==> src/rtl/uart_tx_fifo_if.sv <==
// ============================================================================
//  Module      : uart_tx_fifo_if
//  Description : Host-side word handshake between a producer and the UART
//                transmitter FIFO.
//                  data_in    - word to queue (bits above the frame length are
//                               ignored by the transmitter)
//                  send_valid - producer offers data_in this cycle
//                  send_ready - transmitter FIFO has room (not full)
//                  fifo_count - number of words currently queued
//  Revision    : 1.0 - initial release
// ============================================================================
`default_nettype none
`timescale 1ns/1ps

interface uart_tx_fifo_if #(
    parameter int DATA_W     = 8,
    parameter int FIFO_DEPTH = 4
);
    logic [DATA_W-1:0]             data_in;
    logic                          send_valid;
    logic                          send_ready;
    logic [$clog2(FIFO_DEPTH):0]   fifo_count;

    // Producer side
    modport master (
        output data_in,
        output send_valid,
        input  send_ready,
        input  fifo_count
    );

    // Transmitter side
    modport slave (
        input  data_in,
        input  send_valid,
        output send_ready,
        output fifo_count
    );
endinterface

`default_nettype wire

==> src/rtl/uart_tx_fifo.sv <==
// ============================================================================
//  Module      : uart_tx_fifo
//  Description : UART transmitter with an input FIFO and run-time frame
//                format (data length, parity, stop bits, baud divisor).
//                Queued words go out back-to-back with no idle bit between
//                frames.
//  Ports       : clock        - system clock, rising edge
//                rst          - asynchronous active-low reset
//                baud_div     - bit period is baud_div+1 clocks
//                data_length  - data bits per frame, clamped to 5..DATA_W
//                parity_type  - 00/11 none, 01 odd, 10 even
//                stop_bits    - 0: one stop bit, 1: two stop bits
//                bus          - word handshake (data_in/send_valid/
//                               send_ready/fifo_count)
//                data_out     - serial line, idle high, registered
//                p_parity_out - parity bit of the current frame (0 if none)
//                tx_active    - a frame is in progress
//                tx_done      - one-cycle pulse as each frame finishes
//  Revision    : 1.0 - initial release
// ============================================================================
`default_nettype none
`timescale 1ns/1ps

module uart_tx_fifo #(
    parameter int DATA_W     = 8,
    parameter int FIFO_DEPTH = 4,
    parameter int DIV_W      = 16
) (
    input  wire logic             clock,
    input  wire logic             rst,
    input  wire logic [DIV_W-1:0] baud_div,
    input  wire logic [3:0]       data_length,
    input  wire logic [1:0]       parity_type,
    input  wire logic             stop_bits,
    uart_tx_fifo_if.slave         bus,
    output logic                  data_out,
    output logic                  p_parity_out,
    output logic                  tx_active,
    output logic                  tx_done
);

    localparam int PTR_W = $clog2(FIFO_DEPTH);
    localparam int CNT_W = PTR_W + 1;
    localparam int IDX_W = (DATA_W > 1) ? $clog2(DATA_W) : 1;

    typedef enum logic [2:0] {
        S_IDLE   = 3'd0,
        S_START  = 3'd1,
        S_DATA   = 3'd2,
        S_PARITY = 3'd3,
        S_STOP   = 3'd4
    } state_t;

    // ------------------------------------------------------------------
    // FIFO storage and pointers
    // ------------------------------------------------------------------
    logic [DATA_W-1:0] mem_q [FIFO_DEPTH];
    logic [PTR_W-1:0]  wr_ptr_q, wr_ptr_d;
    logic [PTR_W-1:0]  rd_ptr_q, rd_ptr_d;
    logic [CNT_W-1:0]  count_q,  count_d;

    // ------------------------------------------------------------------
    // Frame state
    // ------------------------------------------------------------------
    state_t            state_q;
    logic [DIV_W-1:0]  timer_q;
    logic [DIV_W-1:0]  div_q;
    logic [DATA_W-1:0] word_q;
    logic [IDX_W-1:0]  bit_idx_q;
    logic [IDX_W-1:0]  last_idx_q;
    logic              par_en_q;
    logic              stop2_q;
    logic              stop_idx_q;
    logic              data_out_q;
    logic              parity_q;
    logic              active_q;
    logic              done_q;

    logic              w_ready;
    logic              w_push;
    logic              w_pop;
    logic              w_frame_end;
    logic [3:0]        w_len;
    logic [DATA_W-1:0] w_head;
    logic [DATA_W-1:0] w_mask;
    logic              w_xor;
    logic              w_par_en;
    logic              w_par_bit;

    assign w_ready = (count_q != CNT_W'(FIFO_DEPTH));
    assign w_push  = bus.send_valid && w_ready;
    assign w_head  = mem_q[rd_ptr_q];

    // Last timer tick of the final stop bit
    assign w_frame_end = (state_q == S_STOP) && (timer_q == '0) &&
                         (stop_idx_q == stop2_q);

    // A word is taken either from idle or straight out of the final stop
    // bit, which is what keeps consecutive frames gap-free.
    assign w_pop = (count_q != '0) &&
                   ((state_q == S_IDLE) || w_frame_end);

    // ------------------------------------------------------------------
    // Frame configuration sampled at the moment a word is popped
    // ------------------------------------------------------------------
    always_comb begin
        if (data_length < 4'd5) begin
            w_len = 4'd5;
        end else if (data_length > 4'(DATA_W)) begin
            w_len = 4'(DATA_W);
        end else begin
            w_len = data_length;
        end
    end

    always_comb begin
        w_mask = '0;
        for (int i = 0; i < DATA_W; i++) begin
            w_mask[i] = (4'(i) < w_len);
        end
    end

    assign w_xor     = ^(w_head & w_mask);
    assign w_par_en  = (parity_type == 2'b01) || (parity_type == 2'b10);
    // Odd parity sets the bit when the data holds an even number of ones
    assign w_par_bit = (parity_type == 2'b01) ? ~w_xor :
                       (parity_type == 2'b10) ?  w_xor : 1'b0;

    // ------------------------------------------------------------------
    // FIFO bookkeeping
    // ------------------------------------------------------------------
    always_comb begin
        wr_ptr_d = wr_ptr_q + PTR_W'(w_push);
        rd_ptr_d = rd_ptr_q + PTR_W'(w_pop);
        count_d  = count_q + CNT_W'(w_push) - CNT_W'(w_pop);
    end

    always_ff @(posedge clock or negedge rst) begin
        if (!rst) begin
            wr_ptr_q <= '0;
            rd_ptr_q <= '0;
            count_q  <= '0;
        end else begin
            wr_ptr_q <= wr_ptr_d;
            rd_ptr_q <= rd_ptr_d;
            count_q  <= count_d;
        end
    end

    // Storage needs no reset; only the pointers define validity
    always_ff @(posedge clock) begin
        if (w_push) begin
            mem_q[wr_ptr_q] <= bus.data_in;
        end
    end

    // ------------------------------------------------------------------
    // Transmit FSM with registered outputs. The line register follows the
    // current state, so the line lags the state by one clock.
    // ------------------------------------------------------------------
    always_ff @(posedge clock or negedge rst) begin
        if (!rst) begin
            state_q    <= S_IDLE;
            timer_q    <= '0;
            div_q      <= '0;
            word_q     <= '0;
            bit_idx_q  <= '0;
            last_idx_q <= '0;
            par_en_q   <= 1'b0;
            stop2_q    <= 1'b0;
            stop_idx_q <= 1'b0;
            data_out_q <= 1'b1;
            parity_q   <= 1'b0;
            active_q   <= 1'b0;
            done_q     <= 1'b0;
        end else begin
            done_q <= 1'b0;

            case (state_q)
                S_START:  data_out_q <= 1'b0;
                S_DATA:   data_out_q <= word_q[bit_idx_q];
                S_PARITY: data_out_q <= parity_q;
                default:  data_out_q <= 1'b1;
            endcase

            case (state_q)
                S_IDLE: begin
                end
                S_START: begin
                    if (timer_q == '0) begin
                        state_q   <= S_DATA;
                        bit_idx_q <= '0;
                        timer_q   <= div_q;
                    end else begin
                        timer_q <= timer_q - DIV_W'(1);
                    end
                end
                S_DATA: begin
                    if (timer_q == '0) begin
                        timer_q <= div_q;
                        if (bit_idx_q == last_idx_q) begin
                            state_q    <= par_en_q ? S_PARITY : S_STOP;
                            stop_idx_q <= 1'b0;
                        end else begin
                            bit_idx_q <= bit_idx_q + IDX_W'(1);
                        end
                    end else begin
                        timer_q <= timer_q - DIV_W'(1);
                    end
                end
                S_PARITY: begin
                    if (timer_q == '0) begin
                        state_q    <= S_STOP;
                        stop_idx_q <= 1'b0;
                        timer_q    <= div_q;
                    end else begin
                        timer_q <= timer_q - DIV_W'(1);
                    end
                end
                S_STOP: begin
                    if (timer_q == '0) begin
                        if (stop_idx_q != stop2_q) begin
                            stop_idx_q <= 1'b1;
                            timer_q    <= div_q;
                        end else begin
                            state_q  <= S_IDLE;
                            active_q <= 1'b0;
                            done_q   <= 1'b1;
                        end
                    end else begin
                        timer_q <= timer_q - DIV_W'(1);
                    end
                end
                default: begin
                    state_q <= S_IDLE;
                end
            endcase

            // Starting a frame overrides the idle/stop transition above
            if (w_pop) begin
                state_q    <= S_START;
                active_q   <= 1'b1;
                word_q     <= w_head;
                div_q      <= baud_div;
                timer_q    <= baud_div;
                last_idx_q <= IDX_W'(w_len - 4'd1);
                par_en_q   <= w_par_en;
                parity_q   <= w_par_bit;
                stop2_q    <= stop_bits;
            end
        end
    end

    assign bus.send_ready = w_ready;
    assign bus.fifo_count = count_q;
    assign data_out       = data_out_q;
    assign p_parity_out   = parity_q;
    assign tx_active      = active_q;
    assign tx_done        = done_q;

endmodule

`default_nettype wire

==> src/flat_wrapper.sv <==
// flat-port wrapper written by rule: the top's interface ports become plain ports
module uart_tx_fifo_flat 
#(
    parameter int DATA_W     = 8,
    parameter int FIFO_DEPTH = 4,
    parameter int DIV_W      = 16
)
  (clock, rst, baud_div, data_length, parity_type, stop_bits, data_out, p_parity_out, tx_active, tx_done, bus_data_in, bus_send_valid, bus_send_ready, bus_fifo_count);
  uart_tx_fifo_if #(.DATA_W(DATA_W), .FIFO_DEPTH(FIFO_DEPTH)) bus_i ();
  input  wire logic clock;
  input  wire logic rst;
  input  wire logic [DIV_W-1:0] baud_div;
  input  wire logic [3:0] data_length;
  input  wire logic [1:0] parity_type;
  input  wire logic stop_bits;
  output logic data_out;
  output logic p_parity_out;
  output logic tx_active;
  output logic tx_done;
  input wire logic [$bits(bus_i.data_in)-1:0] bus_data_in;
  input wire logic [$bits(bus_i.send_valid)-1:0] bus_send_valid;
  output wire logic [$bits(bus_i.send_ready)-1:0] bus_send_ready;
  output wire logic [$bits(bus_i.fifo_count)-1:0] bus_fifo_count;
  assign bus_i.data_in = bus_data_in;
  assign bus_i.send_valid = bus_send_valid;
  assign bus_send_ready = bus_i.send_ready;
  assign bus_fifo_count = bus_i.fifo_count;
  uart_tx_fifo #(.DATA_W(DATA_W), .FIFO_DEPTH(FIFO_DEPTH), .DIV_W(DIV_W)) u_core (.clock(clock), .rst(rst), .baud_div(baud_div), .data_length(data_length), .parity_type(parity_type), .stop_bits(stop_bits), .bus(bus_i), .data_out(data_out), .p_parity_out(p_parity_out), .tx_active(tx_active), .tx_done(tx_done));
endmodule
==> config.mk <==
export PLATFORM = sky130hd
export DESIGN_NAME = uart_tx_fifo_flat
export DESIGN_NICKNAME = d
export VERILOG_FILES = /design/src/rtl/uart_tx_fifo_if.sv /design/src/rtl/uart_tx_fifo.sv /design/src/flat_wrapper.sv
export SDC_FILE = /design/constraint.sdc
export NUM_CORES = 1
export LEC_CHECK = 0
export CAP_MARGIN = 20
export CORE_MARGIN = 8
export CORE_UTILIZATION = 54
export CTS_BUF_LIST = sky130_fd_sc_hd__clkbuf_8
export DETAILED_ROUTE_END_ITERATION = 10
export PLACE_DENSITY_LB_ADDON = 0.1
export SETUP_SLACK_MARGIN = 0.15
export SLEW_MARGIN = 10
export SYNTH_ARGS = -nofsm -noshare
export SYNTH_HDL_FRONTEND = slang
export SYNTH_SLANG_ARGS = --single-unit
export TNS_END_PERCENT = 30
==> constraint.sdc <==
create_clock -name clock -period 3.2 [get_ports clock]
set_input_delay 0.96 -clock clock [delete_from_list [all_inputs] [get_ports clock]]
set_output_delay 0.96 -clock clock [all_outputs]
set_load 0.01 [all_outputs]
Word level (Yosys, flattened, before mapping) --
Memory sizes are Yosys's and may differ from the RTL's. Index checks and enable logic that the tools add are counted.
Operators by class: add/sub/neg operators 7, order comparisons 11, equal/unequal tests 26, multiplexer cells 40, bitwise gates (word level) 2, reduce and logical (&&, ||, !) cells 21
Operator list (count):
- $mux 16 | 4
- $mux 3 | 11
- $pmux 16 s2 | 1
- $mux 1 | 17
- $logic_not 16->1 | 1
- $lt 3x4->1 const A | 4
- $sub 16x1->16 const B | 1
- $pmux 3 s5 | 1
- $ne 2x1->1 const B | 6
- $ne 3x1->1 const B | 4
- $reduce_bool 3->1 | 3
- $and 8x8->8 | 1
- $lt 1x4->1 const A | 2
- $lt 2x4->1 const A | 2
- $mux 4 | 2
- $reduce_xor 8->1 | 1
- $reduce_and 7->1 | 1
- $eq 3x2->1 const B | 2
- $ne 2x2->1 const B | 3
- $ne 3x2->1 const B | 2
- $pmux 1 s3 | 2
- $pmux 3 s2 | 1
- $reduce_and 6->1 | 1
- $reduce_bool 2->1 | 3
- other kinds (26) | 31
Word-level totals: register bits after elaboration 63, RAM bits 32, input port bits 34, logic and storage cells 124, memories 1
Memories:
- u_core.mem_q | words 4, bits a word 8, rd ports 1, clocked after memory_dff 0, wr ports 1, RTL line uart_tx_fifo.sv:57 | logic [DATA_W-1:0] mem_q [FIFO_DEPTH];

Logic depth before layout (Yosys ltp) --
Gate-level depths: netlist of the first run.
depth after elaboration 8, depth in mapped cells 15, mapped depth without buffers 13

Least setup slack after synthesis of the first run --
Ideal clock, no wire load.
path type register to register, start point register u_core.timer_q[5], end point register u_core.count_q[2], in the netlist u_core.bus.fifo_count[2], arrival time 2.983 ns, data required time 3.074 ns, slack 0.090 ns, stages on the path, launching flop included 15, path buffers 2, cells stage by stage dfrtp_1 -> nor3_2 -> nand4b_1 -> o41a_1 -> or2_1 -> buf_6 -> clkinv_4 -> buf_4 -> ha_1 -> inv_1 -> ha_1 -> inv_1 -> fa_1 -> xnor2_1 -> xnor2_1
On the way: cells in the longest elaborated chain, start to end 6
Ends and longest elaborated chain:
- start, declared | RTL line uart_tx_fifo.sv:66 | logic [DIV_W-1:0] timer_q;
- start signal, assigned | RTL line uart_tx_fifo.sv:193 | timer_q <= div_q;
- start signal, assigned | RTL line uart_tx_fifo.sv:195 | timer_q <= timer_q - DIV_W'(1);
- start signal, assigned | RTL line uart_tx_fifo.sv:200 | timer_q <= div_q;
- $logic_not 16->1 | RTL line uart_tx_fifo.sv:95 | assign w_frame_end = (state_q == S_STOP) && (timer_q == '0) &&
- $logic_and 1x1->1 (2 in a row) | RTL line uart_tx_fifo.sv:95
- $logic_or 1x1->1 | RTL line uart_tx_fifo.sv:101 | ((state_q == S_IDLE) || w_frame_end);
- $logic_and 1x1->1 | RTL line uart_tx_fifo.sv:100 | assign w_pop = (count_q != '0) &&
- net u_core.w_pop | RTL line uart_tx_fifo.sv:81 | logic w_pop;
- $sub 3x1->3 | RTL line uart_tx_fifo.sv:135 | count_d = count_q + CNT_W'(w_push) - CNT_W'(w_pop);
- net u_core.count_d[2] | RTL line uart_tx_fifo.sv:60 | logic [CNT_W-1:0] count_q, count_d;
- end signal, assigned | RTL line uart_tx_fifo.sv:146 | count_q <= count_d;
- end, declared | RTL line uart_tx_fifo.sv:60
The timed path passes the listed nets, and every way through them passes these cells. A chain may end at the register's enable or synchronous reset.

Final worst setup path of the first run --
start point register u_core.timer_q[0], end point register u_core.count_q[2], in the netlist u_core.bus.fifo_count[2]
On the way: cells in the longest elaborated chain, start to end 6
Ends and longest elaborated chain (RTL line):
- $logic_not 16->1 | uart_tx_fifo.sv:95
- $logic_and 1x1->1 (2 in a row) | uart_tx_fifo.sv:95
- $logic_or 1x1->1 | uart_tx_fifo.sv:101
- $logic_and 1x1->1 | uart_tx_fifo.sv:100
- $sub 3x1->3 | uart_tx_fifo.sv:135
- net u_core.count_d[2] | uart_tx_fifo.sv:60
The timed path passes the listed nets, and every way through them passes these cells.

==> results of run 1 <==
-- state kept, by name, summed over array words and instances (netlist names) --
signal,count
u_core.bit_idx_q,3
u_core.bus.fifo_count,3
u_core.data_out,1
u_core.div_q,16
u_core.last_idx_q,3
u_core.mem_q,32
u_core.p_parity_out,1
u_core.par_en_q,1
u_core.rd_ptr_q,2
u_core.state_q,3
u_core.stop2_q,1
u_core.stop_idx_q,1
u_core.timer_q,16
u_core.tx_active,1
u_core.tx_done,1
u_core.word_q,8
u_core.wr_ptr_q,2
-- synthesized netlist by cell type, types with 3 or more instances --
cell	instances	share of area (%)
a21oi_1	8	0.86
a31oi_1	12	1.6
buf_2	7	0.75
clkbuf_1	13	1.0
dfrtp_1	62	33
edfxtp_1	32	21
ha_1	11	3.0
inv_1	15	1.2
mux2i_1	8	1.7
mux4_2	10	4.8
nand2_1	104	8.4
nand2b_1	3	0.40
nand3_1	4	0.43
nand4_1	3	0.40
nor2_1	24	1.9
nor3_1	7	0.75
nor4_1	6	0.81
o211ai_1	9	1.5
o21ai_0	13	1.4
o31ai_1	3	0.48
or3_1	3	0.40
xnor2_1	13	2.4
xor2_1	12	2.3
-- cell type report --
class	count	share of cell area (%)
clock inverter	7	1.45
sequential	95	46.6
clock buffer	9	2.27
multi-input combinational	296	36.4
timing repair buffer	56	9.51
inverter	16	1.33
tap	108	2.48
-- report_power, final --
group          switching [mW]  internal [mW]
Sequential              0.391           1.70
Clock                   0.475          0.315
Combinational           0.821          0.834
Total                    1.69           2.84
-- timing repair --
action                                  CTS  global route
hold buffers                              0             0
endpoints found under the setup margin    0             1
hold endpoints to repair                  0             0
gates resized for setup                   0             1
-- how the worst min path moves through the flow --
stage,cells past startpoint,slack [ns],end
6_report,2,0.48,u_core.word_q[0]
5_1_grt,2,0.50,u_core.div_q[10]
4_1_cts,2,0.48,u_core.word_q[6]
3_5_place_dp,2,0.46,u_core.word_q[6]
3_3_place_gp,2,0.46,u_core.word_q[6]
2_1_floorplan,2,0.44,u_core.word_q[2]
-- per-layer routing --
metal / share of wire [%] / routed length [um]
met4: 1.3 / 118
met5: 0 / 0
met3: 4.7 / 436
met1: 48 / 4470
met2: 46 / 4300
-- tightest hold or removal path, cell delays in order (launching register included) --
cell and delay, ns:
dfrtp_1 0.35, nand2_1 0.05, nand2_1 0.05
-- logic make-up after synthesis --
| logic type | Yosys count | share of synthesized area (%) |
|---|---|---|
| DFF | 95 | 54.5 |
| buffers and inverters | 39 | 3.84 |
| muxes | 20 | 7.04 |
| xor gates and xnor gates | 25 | 4.70 |
| adders and majority gates | 12 | 3.39 |
| and+or+nand+nor | 175 | 17.3 |
| AOI/OAI and AO/OA | 64 | 9.16 |
-- through the flow --
stage	util [%]	total power [mW]	instance area, sq um
6_report	63.7	4.53	5450
5_1_grt	63.7	4.89	5450
4_1_cts	63.7	4.58	5450
3_5_place_dp	61.3	3.78	5240
3_3_place_gp	61.3	3.71	5240
2_1_floorplan	-	3.29	4710
==> metrics, run 1 <==
synthesis-to-layout area growth=17.0%; initial core utilization=54.4%; Peak supply drop=0.000457 V; Max Buffers Root-to-Sink=2; Leakage=2.29 nW; I/O pin count=between 40 and 50; slowest cell on the critical path=dfrtp_1; Cells after Synth=430; total vias in the final route=3251; Netlist cell types=61; post-synthesis cell area=4660 sq um; hold wc startpoint=u_core.word_q[0]; fin worst setup slack=0.297 ns; crit start category=flip-flop; RSZ-0062 raised after global routing=no; WP data arrival=~3.2 ns; Fin Hold WS=slightly below 0.5 ns; Tot GR Track Use=17.0%; status=completed; family with the most delay on the worst path=adder cells; Primary FF master, synth=dfrtp_1; Core Area=8550 sq um; Post-synth EDFFs=32; Finished Layout Cells=around 590; GP Congestion=0.819; Worst Path Buf+Inv=4; CP Depth=13; final hold vios=0; ys async rst share=66.3%; register bit total from synthesis=95; GRT met3 Usage=a little under 4%; Post-route DRC=0; Rows=34; largest net degree at the start of global routing=between 50 and 60; clk root buf=clkbuf_8; worst path cell trace=inv_2, ha_1, or3b_1, o41a_1, or2_4, clkinv_8, ha_4, inv_2, ha_4, inv_2, fa_2, xnor2_2, xnor2_1; routed wire length=9320 um; total congestion overflow=0; Avg WL per Cell=15.9 um; Vias/cell=5.54; synth warn=0; sequential cell area=between 2000 and 3000 sq um; CTS H-tree depth=3; nets=520; Worst Max-Slew Pin Slew=0.789 ns; commonest non-fill, non-tap cell in the layout=nand2_1; worst slack at placement=around 0.011 ns; DR iter-0 viols=113; Max-Cap Viols=0; Die ar.=11800 sq um; PD cells=832 nW/um^2; Mean Syn Cell Area=approximately 11 sq um; CP endpoint kind=flip-flop; post-route ant nets=0; met2 Use GR=25.8%; initial antenna violation count=0; setup TNS=0 ns; IO buf count=41; diode count=0; Inst Count DP=571; Slew Limit Fails=0; post-DP HPWL=6700 um; CTS tree=yes; CTS buffer count=9; r2r worst-path depth=13; crit path from=u_core.timer_q[0]; Multi-input gate area=approximately 2000 sq um; register area share after synthesis=54.5%; Clock Latency Late Sink=0.36 ns; critical register-to-register path startpoint=u_core.timer_q[0]; Hold WC Path Type=flip-flop to flip-flop; Tmin final=2.90 ns; worst reg2reg endpoint=u_core.bus.fifo_count[2]; Die Y=about 110 um; die width=109 um; crit path capture=u_core.bus.fifo_count[2]; met1 track demand over resource=approximately 23%; CP dominant cell by count=inv_2; Setup-failing EPs final=0; first-pass GRT wire length=~16000 um; Setup Skew=0.0154 ns; commonest non-fill, non-tap cells in the layout=nand2_1 (104), dfrtp_1 (62), clkdlybuf4s50_1 (40); fillers=682; Worst slew margin=46.9%; worst-path maximum fanout=5; Reg clk slew, reported paths=about 0.11 ns; f_max=approximately 340 MHz; Pre-antenna DRT Iters=4; period utilization=90.7%; Crit path required time=3.45 ns; net count after synthesis=476; max incr delay on CP=0.43 ns; setup bufs post-CTS=0; clk sinks=95; layout cells sized above 1=12.5%; gr busiest metal=met2; critical path type=flip-flop to flip-flop; vias in the first global route=roughly 3200; R2R setup slack=0.30 ns
(Power assumes the default switching activity.)
==> inputs of run 2 (changes only) <==
--- a/config.mk
+++ b/config.mk
@@ -5,8 +5,7 @@
 export SDC_FILE = /design/constraint.sdc
 export NUM_CORES = 1
 export LEC_CHECK = 0
-export CAP_MARGIN = 20
-export CORE_MARGIN = 8
+export CORE_MARGIN = 2
 export CORE_UTILIZATION = 54
 export CTS_BUF_LIST = sky130_fd_sc_hd__clkbuf_8
 export DETAILED_ROUTE_END_ITERATION = 10
==> metrics, run 2 (synthesized netlist as in run 1, its figures left out) <==
Rows=33; f_max=about 340 MHz; critical path type=flip-flop to flip-flop; Top Registers=u_core.mem_q (32), u_core.div_q (16), u_core.timer_q (16); status=completed; setup TNS=0 ns; Clock Latency Late Sink=0.36 ns; I/O pin count=42; diode count=0; vias in the first global route=3229; Crit path required time=3.45 ns; worst reg2reg endpoint=u_core.bus.fifo_count[2]; Slew Limit Fails=0; synthesis-to-layout area growth=17.2%; Worst Max-Slew Pin Slew=0.793 ns; Max Buffers Root-to-Sink=2; Setup-failing EPs final=0; worst slack at placement=about 0.055 ns; Max-Cap Viols=0; post-layout util=about two thirds; initial core utilization=56.1%; Die Y=just under 100 um; power consumption=approximately 4.5 mW; Worst slew margin=47.1%; Die ar.=9380 sq um; CTS buffer count=9; critical register-to-register path startpoint=u_core.timer_q[0]; Biggest register=u_core.mem_q; final hold vios=0; layout cells sized above 1=12.7%; Tot GR Track Use=20.3%; Avg WL per Cell=15.6 um; CP dominant cell by count=inv_2; max incr delay on CP=0.44 ns; Peak supply drop=~0.00041 V; routed wire length=just over 9000 um; Tmin final=2.92 ns; worst path cell trace=inv_2, ha_1, or3b_1, o41a_1, or2_4, clkinv_8, ha_4, inv_2, ha_4, inv_2, fa_2, xnor2_2, xnor2_1; total vias in the final route=3240; worst-path maximum fanout=5; total congestion overflow=0; Worst Path Buf+Inv=4; Leakage=2.30 nW; period utilization=91.3%; Vias/cell=5.54; max FFs per register=32; Core Area=~8300 sq um; CTS tree=yes; clk root buf=clkbuf_8; family with the most delay on the worst path=adder cells; clk sinks=95; Cells on Worst Hold Path=2; commonest non-fill, non-tap cell in the layout=nand2_1; fin worst setup slack=0.278 ns; CTS H-tree depth=3; Endpoint, Worst Hold=u_core.word_q[6]; Setup Skew=0.0147 ns; Hold WC Path Type=flip-flop to flip-flop; RSZ-0062 raised after global routing=no; DR iter-0 viols=177; Post-route DRC=0; largest net degree at the start of global routing=64; Pre-antenna DRT Iters=4; die width=96.9 um; crit start category=flip-flop; post-route ant nets=0; fillers=638; GP Congestion=roughly 0.85; r2r worst-path depth=13; first-pass GRT wire length=15500 um; commonest non-fill, non-tap cells in the layout=nand2_1 (104), dfrtp_1 (62), clkdlybuf4s50_1 (40); initial antenna violation count=0; R2R setup slack=0.28 ns; nets=521; post-DP HPWL=6250 um; Reg clk slew, reported paths=0.11 ns; PD cells=roughly 830 nW/um^2; slowest cell on the critical path=dfrtp_1; WP data arrival=3.17 ns; CP endpoint kind=flip-flop; IO buf count=41; hold wc startpoint=u_core.word_q[6]
run 2: cell type report:
class                           instances  area, sq um  area share, %
Clock inverter                          7         83.8           1.54
Timing Repair Buffer                   57          526           9.63
Multi-Input combinational cell        296         1980           36.3
Inverter                               16         72.6           1.33
Sequential cell                        95         2540           46.5
Clock buffer                            9          124           2.27
Tap cell                              105          131           2.41
run 2: worst max path at each step:
stage,from,to,slack [ns],depth (start not counted)
after floorplan,u_core.timer_q[0],u_core.bus.fifo_count[2],0.12,15
after global placement,data_length[1],u_core.p_parity_out,0.14,12
after detailed placement,data_length[2],u_core.p_parity_out,0.05,12
after CTS,u_core.timer_q[0],u_core.bus.fifo_count[2],0.18,13
after global routing,u_core.timer_q[0],u_core.bus.fifo_count[2],0.15,13
final,u_core.timer_q[0],u_core.bus.fifo_count[2],0.28,13
run 2: power breakdown:
| part | leakage, nW | internal (mW) | switching [mW] | total, mW |
|---|---|---|---|---|
| clock network | 0.103 | 0.312 | 0.481 | 0.793 |
| registers | 1.05 | 1.69 | 0.389 | 2.08 |
| logic | 1.14 | 0.844 | 0.824 | 1.67 |
| total | 2.30 | 2.85 | 1.69 | 4.54 |
run 2: metal layers:
layer / GRT usage, % / up-vias / routed length (um)
li1: - / 1601 / -
met4: 5.85 / 0 / 93
met2: 31.3 / 58 / 4220
met1: 29.9 / 1573 / 4480
met3: 3.40 / 8 / 317
met5: 0 / - / 0
run 2: through the flow:
step,hold WS (ns),cell area [sq um],cells
after global placement,0.456,5240,568
final,0.482,5460,585
after CTS,0.482,5450,584
after global routing,0.514,5460,585
after floorplan,0.440,4710,430
after detailed placement,0.458,5240,568
run 2: repair_timing:
action	in CTS	in global routing
setup buffers	0	1
setup endpoints to repair	0	2
resized for setup	0	1
hold buffers	0	0
run 2: tightest hold or removal path, delay by kind of cell (launching register included):
kind,cells,cell delay [ns]
and+or+nand+nor,2,0.10
DFF,1,0.35
==> inputs of run 3 (changes only) <==
--- a/config.mk
+++ b/config.mk
@@ -8,9 +8,11 @@
 export CORE_MARGIN = 2
 export CORE_UTILIZATION = 54
 export CTS_BUF_LIST = sky130_fd_sc_hd__clkbuf_8
+export CTS_CLUSTER_DIAMETER = 120
 export DETAILED_ROUTE_END_ITERATION = 10
 export PLACE_DENSITY_LB_ADDON = 0.1
 export SETUP_SLACK_MARGIN = 0.15
+export SKIP_CTS_REPAIR_TIMING = 1
 export SLEW_MARGIN = 10
 export SYNTH_ARGS = -nofsm -noshare
 export SYNTH_HDL_FRONTEND = slang
==> results of run 3 <==
Final layout, timing and power as in run 2 (identical DEF).
